### src/rtl/ctrl_pipe.sv
// Pipeline control unit: decodes ID, carries controls through EX/MEM/WB,
// detects load-use hazards and selects operand forwarding for EX.
module ctrl_pipe #(
    parameter int unsigned EXT_OPS = 1,
    parameter int unsigned RA_W    = 5
) (
    input  logic            clk,
    input  logic            rst,
    input  logic            id_valid,
    input  logic [31:0]     id_instr,
    input  logic            stall_ext,
    input  logic            flush,
    output logic            id_stall,
    output logic            ex_valid,
    output logic            ex_branch,
    output logic            ex_jump,
    output logic            ex_lui,
    output logic            ex_alusrc,
    output logic [1:0]      ex_aluop,
    output logic [1:0]      fwd_a,
    output logic [1:0]      fwd_b,
    output logic            mem_valid,
    output logic            mem_read,
    output logic            mem_write,
    output logic            wb_valid,
    output logic            wb_regwrite,
    output logic            wb_memtoreg,
    output logic [RA_W-1:0] wb_rd,
    output logic            ex_illegal
);

    localparam logic [6:0] OpR    = 7'b0110011;
    localparam logic [6:0] OpLw   = 7'b0000011;
    localparam logic [6:0] OpSw   = 7'b0100011;
    localparam logic [6:0] OpBeq  = 7'b1100011;
    localparam logic [6:0] OpIalu = 7'b0010011;
    localparam logic [6:0] OpLui  = 7'b0110111;
    localparam logic [6:0] OpJal  = 7'b1101111;

    typedef struct packed {
        logic            valid;
        logic            illegal;
        logic            branch;
        logic            jump;
        logic            lui;
        logic            alusrc;
        logic [1:0]      aluop;
        logic            memread;
        logic            memtoreg;
        logic            memwrite;
        logic            regwrite;
        logic            rs2_use;
        logic [RA_W-1:0] rd;
        logic [RA_W-1:0] rs1;
        logic [RA_W-1:0] rs2;
    } ex_t;

    typedef struct packed {
        logic            valid;
        logic            memread;
        logic            memwrite;
        logic            memtoreg;
        logic            regwrite;
        logic [RA_W-1:0] rd;
    } mem_t;

    typedef struct packed {
        logic            valid;
        logic            regwrite;
        logic            memtoreg;
        logic [RA_W-1:0] rd;
    } wb_t;

    ex_t  ex_q, ex_d, dec;
    mem_t mem_q, mem_d;
    wb_t  wb_q, wb_d;

    logic [6:0]      opcode;
    logic [RA_W-1:0] id_rd, id_rs1, id_rs2;
    logic            rs1_use;
    logic            load_use;
    logic            ext_en;
    logic            unused_fields;

    assign opcode        = id_instr[6:0];
    assign id_rd         = RA_W'(id_instr[11:7]);
    assign id_rs1        = RA_W'(id_instr[19:15]);
    assign id_rs2        = RA_W'(id_instr[24:20]);
    assign ext_en        = (EXT_OPS != 0);
    assign unused_fields = ^{id_instr[31:25], id_instr[14:12]};

    always_comb begin
        dec     = '0;
        rs1_use = 1'b0;
        if (id_valid) begin
            case (opcode)
                OpR: begin
                    dec.regwrite = 1'b1;
                    dec.aluop    = 2'b10;
                    rs1_use      = 1'b1;
                    dec.rs2_use  = 1'b1;
                end
                OpLw: begin
                    dec.memread  = 1'b1;
                    dec.memtoreg = 1'b1;
                    dec.alusrc   = 1'b1;
                    dec.regwrite = 1'b1;
                    rs1_use      = 1'b1;
                end
                OpSw: begin
                    dec.memwrite = 1'b1;
                    dec.alusrc   = 1'b1;
                    rs1_use      = 1'b1;
                    dec.rs2_use  = 1'b1;
                end
                OpBeq: begin
                    dec.branch  = 1'b1;
                    dec.aluop   = 2'b01;
                    rs1_use     = 1'b1;
                    dec.rs2_use = 1'b1;
                end
                OpIalu: begin
                    dec.alusrc   = ext_en;
                    dec.regwrite = ext_en;
                    dec.aluop    = ext_en ? 2'b11 : 2'b00;
                    rs1_use      = ext_en;
                    dec.illegal  = ~ext_en;
                end
                OpLui: begin
                    dec.lui      = ext_en;
                    dec.alusrc   = ext_en;
                    dec.regwrite = ext_en;
                    dec.illegal  = ~ext_en;
                end
                OpJal: begin
                    dec.jump     = ext_en;
                    dec.regwrite = ext_en;
                    dec.illegal  = ~ext_en;
                end
                default: dec.illegal = 1'b1;
            endcase
            if (!dec.illegal) begin
                dec.valid = 1'b1;
                dec.rd    = id_rd;
                dec.rs1   = id_rs1;
                dec.rs2   = id_rs2;
            end
            if (id_rd == '0) begin
                dec.regwrite = 1'b0;
            end
        end
    end

    assign load_use = ex_q.valid & ex_q.memread & (ex_q.rd != '0) & id_valid &
                      ((rs1_use & (ex_q.rd == id_rs1)) | (dec.rs2_use & (ex_q.rd == id_rs2)));

    assign id_stall = stall_ext | (load_use & ~flush);

    always_comb begin
        ex_d  = ex_q;
        mem_d = mem_q;
        wb_d  = wb_q;
        if (!stall_ext) begin
            wb_d.valid     = mem_q.valid;
            wb_d.regwrite  = mem_q.regwrite;
            wb_d.memtoreg  = mem_q.memtoreg;
            wb_d.rd        = mem_q.rd;
            mem_d.valid    = ex_q.valid;
            mem_d.memread  = ex_q.memread;
            mem_d.memwrite = ex_q.memwrite;
            mem_d.memtoreg = ex_q.memtoreg;
            mem_d.regwrite = ex_q.regwrite;
            mem_d.rd       = ex_q.rd;
            ex_d           = (flush || load_use) ? '0 : dec;
        end
    end

    always_ff @(posedge clk) begin
        if (rst) begin
            ex_q  <= '0;
            mem_q <= '0;
            wb_q  <= '0;
        end else begin
            ex_q  <= ex_d;
            mem_q <= mem_d;
            wb_q  <= wb_d;
        end
    end

    // MEM result is newer than WB, so it wins when both match.
    always_comb begin
        fwd_a = 2'b00;
        fwd_b = 2'b00;
        if (mem_q.valid && mem_q.regwrite && (mem_q.rd != '0) && (mem_q.rd == ex_q.rs1)) begin
            fwd_a = 2'b10;
        end else if (wb_q.valid && wb_q.regwrite && (wb_q.rd != '0) && (wb_q.rd == ex_q.rs1)) begin
            fwd_a = 2'b01;
        end
        if (ex_q.rs2_use) begin
            if (mem_q.valid && mem_q.regwrite && (mem_q.rd != '0) &&
                (mem_q.rd == ex_q.rs2)) begin
                fwd_b = 2'b10;
            end else if (wb_q.valid && wb_q.regwrite && (wb_q.rd != '0) &&
                         (wb_q.rd == ex_q.rs2)) begin
                fwd_b = 2'b01;
            end
        end
    end

    assign ex_valid    = ex_q.valid;
    assign ex_branch   = ex_q.branch;
    assign ex_jump     = ex_q.jump;
    assign ex_lui      = ex_q.lui;
    assign ex_alusrc   = ex_q.alusrc;
    assign ex_aluop    = ex_q.aluop;
    assign ex_illegal  = ex_q.illegal;
    assign mem_valid   = mem_q.valid;
    assign mem_read    = mem_q.memread;
    assign mem_write   = mem_q.memwrite;
    assign wb_valid    = wb_q.valid;
    assign wb_regwrite = wb_q.regwrite;
    assign wb_memtoreg = wb_q.memtoreg;
    assign wb_rd       = wb_q.rd;

endmodule

### config.mk
export PLATFORM = sky130hd
export DESIGN_NAME = ctrl_pipe
export DESIGN_NICKNAME = d
export VERILOG_FILES = /design/src/rtl/ctrl_pipe.sv
export SDC_FILE = /design/constraint.sdc
export NUM_CORES = 1
export LEC_CHECK = 0
export CORE_MARGIN = 2
export CORE_UTILIZATION = 40
export CTS_CLUSTER_SIZE = 20
export DETAILED_ROUTE_END_ITERATION = 8
export DONT_BUFFER_PORTS = 1
export HOLD_SLACK_MARGIN = 0.02
export PLACE_DENSITY_LB_ADDON = 0.12
export SLEW_MARGIN = 20
export SYNTH_ARGS = -nofsm -noshare
export SYNTH_HDL_FRONTEND = slang
export SYNTH_SLANG_ARGS = --single-unit
### constraint.sdc
create_clock -name clk -period 2.8 [get_ports clk]
set_input_delay 0.7 -clock clk [delete_from_list [all_inputs] [get_ports clk]]
set_output_delay 0.7 -clock clk [all_outputs]
set_load 0.01 [all_outputs]
==> Word level (Yosys, flattened, before mapping) <==
Index checks and enable logic that the tools add are counted.
{ "totals": {"regBits": 46, "input_bits": 37, "out_inout_bits": 24, "wordCells": 89} }
{ "op_classes": {"n_eq_ne": 13, "mux": 23, "bitwise_logic": 10, "reduce_logical": 18} }
{ "op_table": {"columns": ["cell", "n"], "rows": [
  ["two-way mux 28 bit", 2],
  ["== test 5 bit", 6],
  ["== test 7 x 6 -> 1 bit (second input constant)", 3],
  ["two-way mux 1 bit", 15],
  ["two-way mux 15 bit", 1],
  ["nonzero test 5 bit", 3],
  ["== test 7 bit (second input constant)", 2],
  ["OR reduction 5 bit", 2],
  ["logical AND 1 bit", 8],
  ["two-way mux 2 bit", 4],
  ["AND 1 bit", 7],
  ["== test 7 x 2 -> 1 bit (second input constant)", 1],
  ["== test 7 x 5 -> 1 bit (second input constant)", 1],
  ["OR reduction 7 bit", 1],
  ["one-hot mux 2 bit (3 select lines)", 1],
  ["logical NOT 5 bit", 1],
  ["OR reduction 4 bit", 1],
  ["OR reduction 3 bit", 1],
  ["OR 1 bit", 2],
  ["logical OR 1 bit", 1],
  ["NOT 1 bit", 1]
]} }

==> Depth between registers and ports, before layout <==
Gate-level depths: netlist (run 1).
{ "logic_depth": {"word_depth": 11, "depth_mapped": 7, "depth_no_buf": 5} }

==> Worst setup path after synthesis (run 1) <==
Ideal clock, no wire load.
{ "synth_timing": {"path_kind": "input-to-output", "start": "input id_instr[4]", "end": "output id_stall", "t_arrival_ns": 1.930, "required_time_ns": 2.100, "slack_ns": 0.170, "path_stages": 6, "path_buffers": 1, "cell_sequence": "nand2b_1 a2111oi_2 nand4b_1 a21oi_2 buf_6 a21o_1"} }
{ "synth_via": {"elab_chain_len": 9, "elab_cells_between_ends": 17, "cone_classes": "5 x eq/ne; 4 x mux; 6 x bitwise; 2 x reduce/logical"} }
{ "synth_rtl": {"columns": ["item", "line", "source"], "rows": [
  ["from (decl)", "10", "input logic [31:0] id_instr,"],
  ["== test 7 bit (tied with other cells)", "96", "case (opcode)"],
  ["OR reduction 5 bit (no source line) or OR reduction 3 bit (tied branches)", null, null],
  ["two-way mux 1 bit", "96", null],
  ["two-way mux 1 bit or two-way mux 28 bit (tied branches)", "95", "if (id_valid) begin"],
  ["AND 1 bit", "155", "((rs1_use & (ex_q.rd == id_rs1)) | (dec.rs2_use & (ex_q.rd == id_rs2)));"],
  ["OR 1 bit *", "155", null],
  ["AND 1 bit *", "154", "assign load_use = ex_q.valid & ex_q.memread & (ex_q.rd != '0) & id_valid &"],
  ["AND 1 bit *", "157", "assign id_stall = stall_ext | (load_use & ~flush);"],
  ["OR 1 bit *", "157", null],
  ["to (decl)", "13", "output logic id_stall,"]
]} }
Every way passes the cells marked *; elsewhere a longest branch is shown, timed or not.

==> Worst setup path in the final report (run 1) <==
{ "layout_timing": {"start": "register wb_q, in the netlist wb_rd[2]", "end": "output fwd_a[0]"} }
{ "layout_via": {"elab_chain_len": 5, "elab_cells_between_ends": 6, "cone_classes": "1 x eq/ne; 2 x mux; 3 x reduce/logical"} }
{ "layout_rtl": {"columns": ["item", "line", "source"], "rows": [
  ["from (decl)", "76", "wb_t wb_q, wb_d;"],
  ["from (signal assigned)", "186", "wb_q <= wb_d;"],
  ["nonzero test 5 bit", "196", "end else if (wb_q.valid && wb_q.regwrite && (wb_q.rd != '0) && (wb_q.rd == ex_q.rs1)) begin"],
  ["logical AND 1 bit", "196", null],
  ["logical AND 1 bit *", "196", null],
  ["two-way mux 1 bit *", "196", null],
  ["two-way mux 2 bit *", "194", "if (mem_q.valid && mem_q.regwrite && (mem_q.rd != '0) && (mem_q.rd == ex_q.rs1)) begin"],
  ["to (decl)", "20", "output logic [1:0] fwd_a,"]
]} }
Marks and branches as above.

==> results.md, run 1 <==
- The clock buffer count from CTS is 5.
- In this run the deepest clock path goes through 2 buffers.
- The HPWL after detailed placement is 4.10 mm.
- The part of the power in registers is 54.1%.
- In this run the clock root is driven by a sky130_fd_sc_hd__clkbuf_8.
- The worst slew slack as a fraction of its limit is 68.8%.
- TritonCTS built the clock tree.
- For met2 alone, demand over resource in global routing was 30.3%.
- Setup repair after global routing left no endpoint under its margin.
- The internal portion of the total power is 915 uW.
- The sequential fraction of the synthesis area is 38.7%.
- The worst setup path is captured at an output port.
- The first global-routing pass estimated 9.32 mm of wire.
- At the worst endpoint, the required time is 2100 ps.
- The number of cells after detailed placement is 326.
- After clock tree synthesis, the clock-pin slew on the worst setup and hold paths is 90 ps.
- The insertion delay to the later sink of the worst-skew pair is 290 ps.
- In the final design database the tool counted 298 nets.
- The repair_antennas step left the layout with diodes totalling 0.
- The overall power is 1.16 mW.
- Across every metal layer, demand over resource in global routing totals 19.3%.
- For the finished layout, the period the worst path requires is 2670 ps.
- STA puts the critical path data arrival time at 1970 ps.
- The die boundary width is 79.4 um.
- The library cell occupying the most area in the post-synthesis netlist is sky130_fd_sc_hd__dfxtp_1.
- The mapped netlist covers 0.00227 sq mm.
- The overall die height is 79.4 um.
- The total negative slack is 0 ps.
- During synthesis, Yosys emitted a total of 0 warnings.
- The number of max-slew violations in the final report is 0.
- Across all setup checks in the final design, the least slack found is 127 ps.
- After synthesis, the largest family of logic cells by area is simple AND/OR/NAND/NOR gates.
- The number of top-level design ports is 61.
- After routing the design area is 0.00247 sq mm.
- In this run the post-CTS setup repair buffer count came out at 0.
- The sort of element at the start of the critical path is a flip-flop.
- The detailed-route DRC error count is 0.
- After synthesis, the share of cell area in mux cells is 7.48%.
- Input and output buffers added on the ports amount to 0.
- In this run the remaining antenna-violating nets after routing total 0.
- Entering global routing, the biggest net connects 30 pins.
- Global routing finished with a remaining overflow of 0.
- The total nets after synthesis is 296.
- The min-delay analysis places its worst path in the category in -> reg.
- The fmax is 374 MHz.
- The most used standard cell by instance count after synthesis is sky130_fd_sc_hd__dfxtp_1.
- The placed standard-cell area is 0.00235 sq mm.
- The detail-routed via count per cell is 5.39.
- The share of total power in combinational logic is 4.2%.
- The die area is 0.00631 sq mm.
- The compound-cell area share of the yosys netlist is 15.9%.
- The initial core utilization is 41.3%.
- The fraction of final layout cells with drive strength greater than 1 is 9.54%.
- The final count of hold timing violations came to 0.
- The setup slack of the most critical reg-to-reg path is 910 ps.
- The worst slack after detailed placement is 236 ps.
- The power per unit of standard cell area is 471 mW/mm^2.
- The share of the synthesized netlist area taken by xor and xnor gates is 11.9%.
- The leakage dissipation is 1.04 nW.
- By area the synthesized netlist is led by sky130_fd_sc_hd__dfxtp_1, sky130_fd_sc_hd__xor2_1, sky130_fd_sc_hd__mux2i_1.
- Setup violations remaining at the end of the flow were counted as 0.
- In this run, the clock network consumes 41.7% of the power.
- Global routing used 4.41% of the available met3 tracks.
- The H-tree depth reported by CTS is 2.
- Yosys mapped the design onto 43 distinct sky130hd cell types.
- After synthesis, the most frequently instantiated cells are sky130_fd_sc_hd__dfxtp_1, sky130_fd_sc_hd__nand2_1, sky130_fd_sc_hd__nor2_1.
- In the synthesized netlist the dominant register cell turns out to be sky130_fd_sc_hd__dfxtp_1.
- Counting flops and latches in the post-synthesis netlist gives 44.
- The filler-free cell count of the finished design is 334.
- The initial antenna violation count is 0.
- The clock skew is 6.89 ps.
- The routed length per placed instance is 17.1 um.
- Across the VDD grid, the largest voltage drop is 190 uV.
- The violation count after the first detailed-route iteration is 64.
- From synthesis to final layout, the design area changed by 8.47%.
- The via count of the first global-routing pass is 1849.
- The clock net in this run drives a total of 44 sinks.
- The worst path uses 95.5% of the clock period.
- The number of gates resized after CTS was 0.
- The share of total power consumed by net switching is 21.2%.
- The average instance area after synthesis is 8.78 sq um.
- The synthesized design devotes to its leading area cell type 38.7% of total area.
- The footprint of the flip-flops and latches is 883 sq um.
- Of the total synthesized cell area, the portion taken by full adders, half adders and majority gates is 0%.
- Summing the areas of all and, or, nand and nor instances in the mapped netlist gives 19.9% of the synthesized area.
- The met1 routing resource usage after global routing is 26.3%.
- The area used by multi-input combinational logic is 0.00127 sq mm.
- The hold buffer count at cts is 0.
- Summing over every cut layer, the via total after detailed routing is 1801.
- In this run the most used layer during global routing was met2.
- The number of filler instances in the final layout is 575.
- The floorplan step defined a core boundary enclosing 0.00551 sq mm.
- The gate count after technology mapping is 259.
- For this block, the routed nets add up to 5.71 mm of wire.
- Along the worst path, the maximum fanout reaches 5.
- The first detailed-routing pass ran for 4 iterations.
- The critical path is of the reg -> out type.
- The total net switching power is 247 uW.
- Yosys mapped a number of flops with a built-in enable equal to 0.
- The final weighted congestion in routability-driven placement is 0.780.
- The fraction of registers with async set/reset is 0%.
- The slew of the pin with the lowest slew margin is 465 ps.
- The run finished with clean final reports.
- The count of standard-cell rows is 27.
- Max-cap violations in this run came to 0.
[layer usage]
metal  wire length, um  share of wire, %  vias to the layer above
met2              2630                46                       44
met3               299               5.2                        7
met1              2720                48                      841
met4                67               1.2                        0
li1                  -                 -                      909
met5                 0                 0                        -
[per-stage QoR]
stage | hold slack [ps] | util (%)
after global placement | 450 | 42.6
after floorplan | 424 | -
after global routing | 445 | 44.8
after detailed placement | 453 | 42.6
after CTS | 457 | 44.6
final | 461 | 44.8
[power groups by stage]
stage	clock (mW)	sequential, mW	combinational, mW
6_report	0.484	0.629	0.0491
2_1_floorplan	0	0.643	0.0541
3_5_place_dp	0	0.644	0.0493
3_3_place_gp	0	0.644	0.0492
4_1_cts	0.496	0.629	0.0497
5_1_grt	0.525	0.629	0.0554
[path summary, 6_finish.rpt]
check	start	end	cells past startpoint
min	rst	mem_write$_SDFFE_PP0N_	1
max reg2reg	ex_q[11]$_SDFFE_PP0N_	ex_aluop[1]$_SDFFE_PP0N_	5
max	wb_rd[2]$_SDFFE_PP0N_	fwd_a[0]	5
min reg2reg	ex_q[17]$_SDFFE_PP0N_	ex_q[17]$_SDFFE_PP0N_	2
[kinds of logic (layout without fill, tap and decap cells)]
group	after synthesis	in the layout
AO/OA/AOI/OAI	45	45
XOR/XNOR	31	31
buffers and inverters	29	32
flip-flops	44	44
multiplexers	17	17
AND/OR/NAND/NOR	93	93
[flip-flops by register name (all words and copies together) (netlist names)]
name,cells
mem_read,1
mem_write,1
ex_branch,1
mem_valid,1
wb_regwrite,1
ex_lui,1
wb_memtoreg,1
ex_illegal,1
mem_q,6
wb_valid,1
ex_aluop,2
ex_q,19
ex_alusrc,1
ex_valid,1
wb_rd,5
ex_jump,1
[placed cells by master (no fill, tap or decap), drive strengths merged]
| cell type | count |
|---|---|
| dfxtp | 44 |
| nand2 | 29 |
| nor2 | 25 |
| xor2 | 23 |
| o31ai | 20 |
| mux2i | 17 |
| inv | 16 |
| nand3 | 10 |
| xnor2 | 8 |
| buf | 8 |
| nor3 | 7 |
| clkbuf | 6 |
| a21oi | 5 |
| or4 | 4 |
| nor4 | 4 |
| nand2b | 3 |
| o21ai | 3 |
| a211oi | 3 |
| a32oi | 3 |
| o211ai | 2 |
| nand4b | 2 |
| nor2b | 2 |
| a2111oi | 2 |
| nand4 | 2 |
| o2111ai | 1 |
| a21o | 1 |
| and2 | 1 |
| o21a | 1 |
| or4b | 1 |
| and4b | 1 |
| o21bai | 1 |
| a22oi | 1 |
| and3 | 1 |
| o41ai | 1 |
| or3 | 1 |
| o2bb2ai | 1 |
| bufinv | 1 |
| clkinv | 1 |
[critical path, stage by stage (launching register included)]
cell and delay (ps):
sky130_fd_sc_hd__dfxtp_2 410, sky130_fd_sc_hd__or4_1 140, sky130_fd_sc_hd__o211ai_1 130, sky130_fd_sc_hd__or4_1 550, sky130_fd_sc_hd__nor4_1 280, sky130_fd_sc_hd__buf_4 170
[area by class of cell]
| cell class | instances | share of cell area, % |
|---|---|---|
| multi-input cells | 186 | 51.3 |
| well taps | 72 | 3.65 |
| repair buffers | 8 | 2.43 |
| clock buffers | 6 | 2.94 |
| inverters | 16 | 2.43 |
| flip-flops and latches | 44 | 35.8 |
| clock inverters | 2 | 1.42 |
(Power assumes the default switching activity.)
==> inputs of run 2 (changes only) <==
--- a/config.mk
+++ b/config.mk
@@ -7,11 +7,14 @@
 export LEC_CHECK = 0
 export CORE_MARGIN = 2
 export CORE_UTILIZATION = 40
+export CTS_BUF_LIST = sky130_fd_sc_hd__clkbuf_2 sky130_fd_sc_hd__clkbuf_4 sky130_fd_sc_hd__clkbuf_8
 export CTS_CLUSTER_SIZE = 20
 export DETAILED_ROUTE_END_ITERATION = 8
 export DONT_BUFFER_PORTS = 1
 export HOLD_SLACK_MARGIN = 0.02
 export PLACE_DENSITY_LB_ADDON = 0.12
+export RECOVER_POWER = 100
+export SKIP_CTS_REPAIR_TIMING = 1
 export SLEW_MARGIN = 20
 export SYNTH_ARGS = -nofsm -noshare
 export SYNTH_HDL_FRONTEND = slang
==> run 2 against run 1 <==
Routed wire length shrank 0.25%. Worst setup slack is essentially flat. Register-to-register slack lost 190 ps. Final cell count is the same. Combinational power is essentially flat. Sequential share of layout area grew 0.35 points. Fmax is essentially flat. Non-clock buffer count is the same. Critical path type unchanged. Largest power group unchanged. Highest routed layer unchanged.
==> results.md, run 2 (synthesis results as in run 1) <==
- The fraction of final layout cells with drive strength greater than 1 is 7.25% (-2.3 points).
- The global-route total usage across every layer is 19.3% (unchanged).
- The worst hold path stage count is 1 (unchanged).
- The total net switching power is 245 uW (-0.80%).
- The remaining antenna violation count after routing is 0 (unchanged).
- The H-tree depth reported by CTS came to 2 (unchanged).
- The number of cells after detailed placement came to 326 (unchanged).
- ex_q holds more flip-flops than any other register.
- The met2 capacity usage during global routing is 30.3% (unchanged).
- The overall die height is 79.4 um (unchanged).
- The post-route fraction of the period consumed by the critical path is 95.5% (about the same).
- The number of max-slew violations in the final report is 0 (unchanged).
- The CTS sink count is 44 (unchanged).
- The final count of hold timing violations came to 0 (unchanged).
- The via count of the first global-routing pass is 1849 (unchanged).
- The clock-pin slew on the worst setup and hold paths is 80 ps (about the same).
- The number of iterations in the first detailed-routing pass is 4 (unchanged).
- The number of filler instances in the final layout is 581 (+1.0%).
- The total length of routed wires is 5.70 mm (-0.25%).
- The met3 routing resource usage after global routing came to 4.41% (unchanged).
- The routed length per placed instance came to 17.1 um (-0.25%).
- The filler-free cell count of the finished design is 334 (unchanged).
- The internal power came to 925 uW (+1.0%).
- The path type of the worst setup path is reg -> out.
- The insertion delay to the later sink of the worst-skew pair is 290 ps (about the same).
- The critical path required time is 2100 ps (about the same).
- The final-report setup violation count was 0 (unchanged).
- The sort of element at the start of the critical path is a flip-flop.
- The reg-to-reg critical path endpoint is ex_aluop[1]$_SDFFE_PP0N_.
- The die area is 0.00631 sq mm (unchanged).
- The startpoint identified for the worst hold timing path is rst.
- The minimum clock period after layout came to 2670 ps (+0.287 ps).
- The clock skew is 6.71 ps (-0.182 ps).
- The part of the power in registers is 53.8% (-0.3 points).
- The worst-case clock buffer depth is 2 (unchanged).
- The power per unit of standard cell area is 479 mW/mm^2 (+1.6%).
- The detailed-route DRC error count is 0 (unchanged).
- The library cell used most frequently in the layout, excluding fill and tap cells, is sky130_fd_sc_hd__dfxtp_1.
- The clock buffer count from CTS is 5 (unchanged).
- The largest fanout on the critical path was 5 (unchanged).
- The critical path starts at wb_rd[2]$_SDFFE_PP0N_.
- Walking the worst path, the cells encountered are or4_1 > o211ai_1 > or4_1 > nor4_1 > buf_4.
- Setup repair after global routing left no endpoint under its margin.
- The path class of the tightest hold or removal check is in -> reg.
- The total global routing overflow is 0 (unchanged).
- The share of total power consumed by net switching is 20.9% (-0.31 points).
- The root buffer cell is sky130_fd_sc_hd__clkbuf_8.
- The worst slew slack as a fraction of its limit is 56.8% (-12 points).
- The layout overhead on the synthesized area is 7.43%.
- The initial antenna violation count is 0 (unchanged).
- The max capacitance violation total was 0 (unchanged).
- The kind of end point of the critical path is an output port.
- The setup slack of the most critical reg-to-reg path came to 720 ps (-190 ps).
- The HPWL after detailed placement is 4.10 mm (unchanged).
- The number of buffers inserted by port buffering was 0 (unchanged).
- The number of diodes added for antenna fixing is 0 (unchanged).
- The clock share of power is 42.1% (+0.4 points).
- The number of top-level design ports was 61 (unchanged).
- The path with the worst hold slack has its endpoint at mem_write$_SDFFE_PP0N_.
- The final net count came to 298 (unchanged).
- The most used routing layer in global routing is met2.
- The launch point of the worst reg-to-reg path is ex_q[11]$_SDFFE_PP0N_.
- The area of the core region is 0.00551 sq mm (unchanged).
- The initial core utilization was 41.3% (unchanged).
- The final weighted congestion in routability-driven placement is 0.780 (unchanged).
- The cell with the most instances on the worst path is sky130_fd_sc_hd__or4_1.
- The met1 routing resource usage after global routing came to 26.3% (unchanged).
- The number of flip-flops in the largest register was 19 (unchanged).
- The share of total power in combinational logic is 4.2% (about the same).
- The longest individual stage delay on the worst path is 550 ps (about the same).
- The violation count after the first detailed-route iteration came to 46 (-28%).
- The vias after detailed routing is 1788 (-0.72%).
- The first-pass GRT wire length is 9.32 mm (unchanged).
- The maximum VDD drop is 194 uV (+2.0%).
- The leakage dissipation came to 1.02 nW (-2.0%).
- The critical path arrival came to 1970 ps (about the same).
- The detail-routed via count per cell came to 5.35 (-0.72%).
- The slew of the pin with the lowest slew margin was 647 ps (+182 ps).
- The library cells used most frequently in the layout, excluding fill and tap cells, are sky130_fd_sc_hd__dfxtp_1, sky130_fd_sc_hd__nand2_1, sky130_fd_sc_hd__nor2_1.
- The largest net degree at the start of global routing is 30 (unchanged).
- The flow ran to the end, and the final reports show no timing, DRC or antenna violations.
- The count of standard-cell rows was 27 (unchanged).
- The largest individual stage delay along the critical path comes from the cell sky130_fd_sc_hd__or4_1.
- The total negative slack came to 0 ps (unchanged).
- The TritonCTS clock tree is yes.
- The number of cells traversed by the worst register-to-register path was 5 (unchanged).
- The fmax came to 374 MHz (about the same).
- The die boundary width is 79.4 um (unchanged).
run 2: worst max path at each step:
stage | endpoint | depth (start not counted)
after floorplan | id_stall | 6
after global placement | id_stall | 5
after detailed placement | id_stall | 5
after CTS | fwd_a[0] | 5
after global routing | fwd_a[0] | 5
final | fwd_a[0] | 5
run 2: critical path, delay by kind of cell (launching register included):
| kind | cells | cell delay [ps] |
|---|---|---|
| AND/OR/NAND/NOR | 3 | 970 |
| buffers and inverters | 1 | 170 |
| flip-flops | 1 | 420 |
| AO/OA/AOI/OAI | 1 | 130 |
run 2: power groups by stage:
stage | Sequential, mW | Combinational [mW] | Clock (mW)
finish | 0.629 | 0.0489 | 0.492
detailed placement | 0.644 | 0.0493 | 0
floorplan | 0.643 | 0.0541 | 0
CTS | 0.629 | 0.0497 | 0.506
global placement | 0.644 | 0.0492 | 0
global route | 0.629 | 0.0551 | 0.535
run 2: per-layer routing:
metal / up-vias / part of all wire, %
met4: 0 / 1.2
met5: - / 0
met2: 44 / 47
met3: 7 / 5.4
li1: 910 / -
met1: 827 / 47
run 2: per-stage QoR:
| step | setup WS (ps) | hold WS (ps) | instance area [sq um] | util, % | total power [mW] |
|---|---|---|---|---|---|
| after floorplan | 170 | 424 | 2270 | - | 0.697 |
| after global placement | 226 | 450 | 2350 | 42.6 | 0.693 |
| after detailed placement | 236 | 453 | 2350 | 42.6 | 0.693 |
| after CTS | 38.8 | 457 | 2460 | 44.6 | 1.18 |
| after global routing | 2.77 | 445 | 2440 | 44.4 | 1.22 |
| final | 127 | 464 | 2440 | 44.4 | 1.17 |
run 2: final cells by class:
cell class	instances	area, sq um	share of cell area (%)
tap	72	90.1	3.69
clock inverter	2	35.0	1.43
multi-input combinational	186	1260	51.6
clock buffer	6	76.3	3.12
inverter	16	60.1	2.46
timing repair buffer	8	38.8	1.59
sequential	44	883	36.1
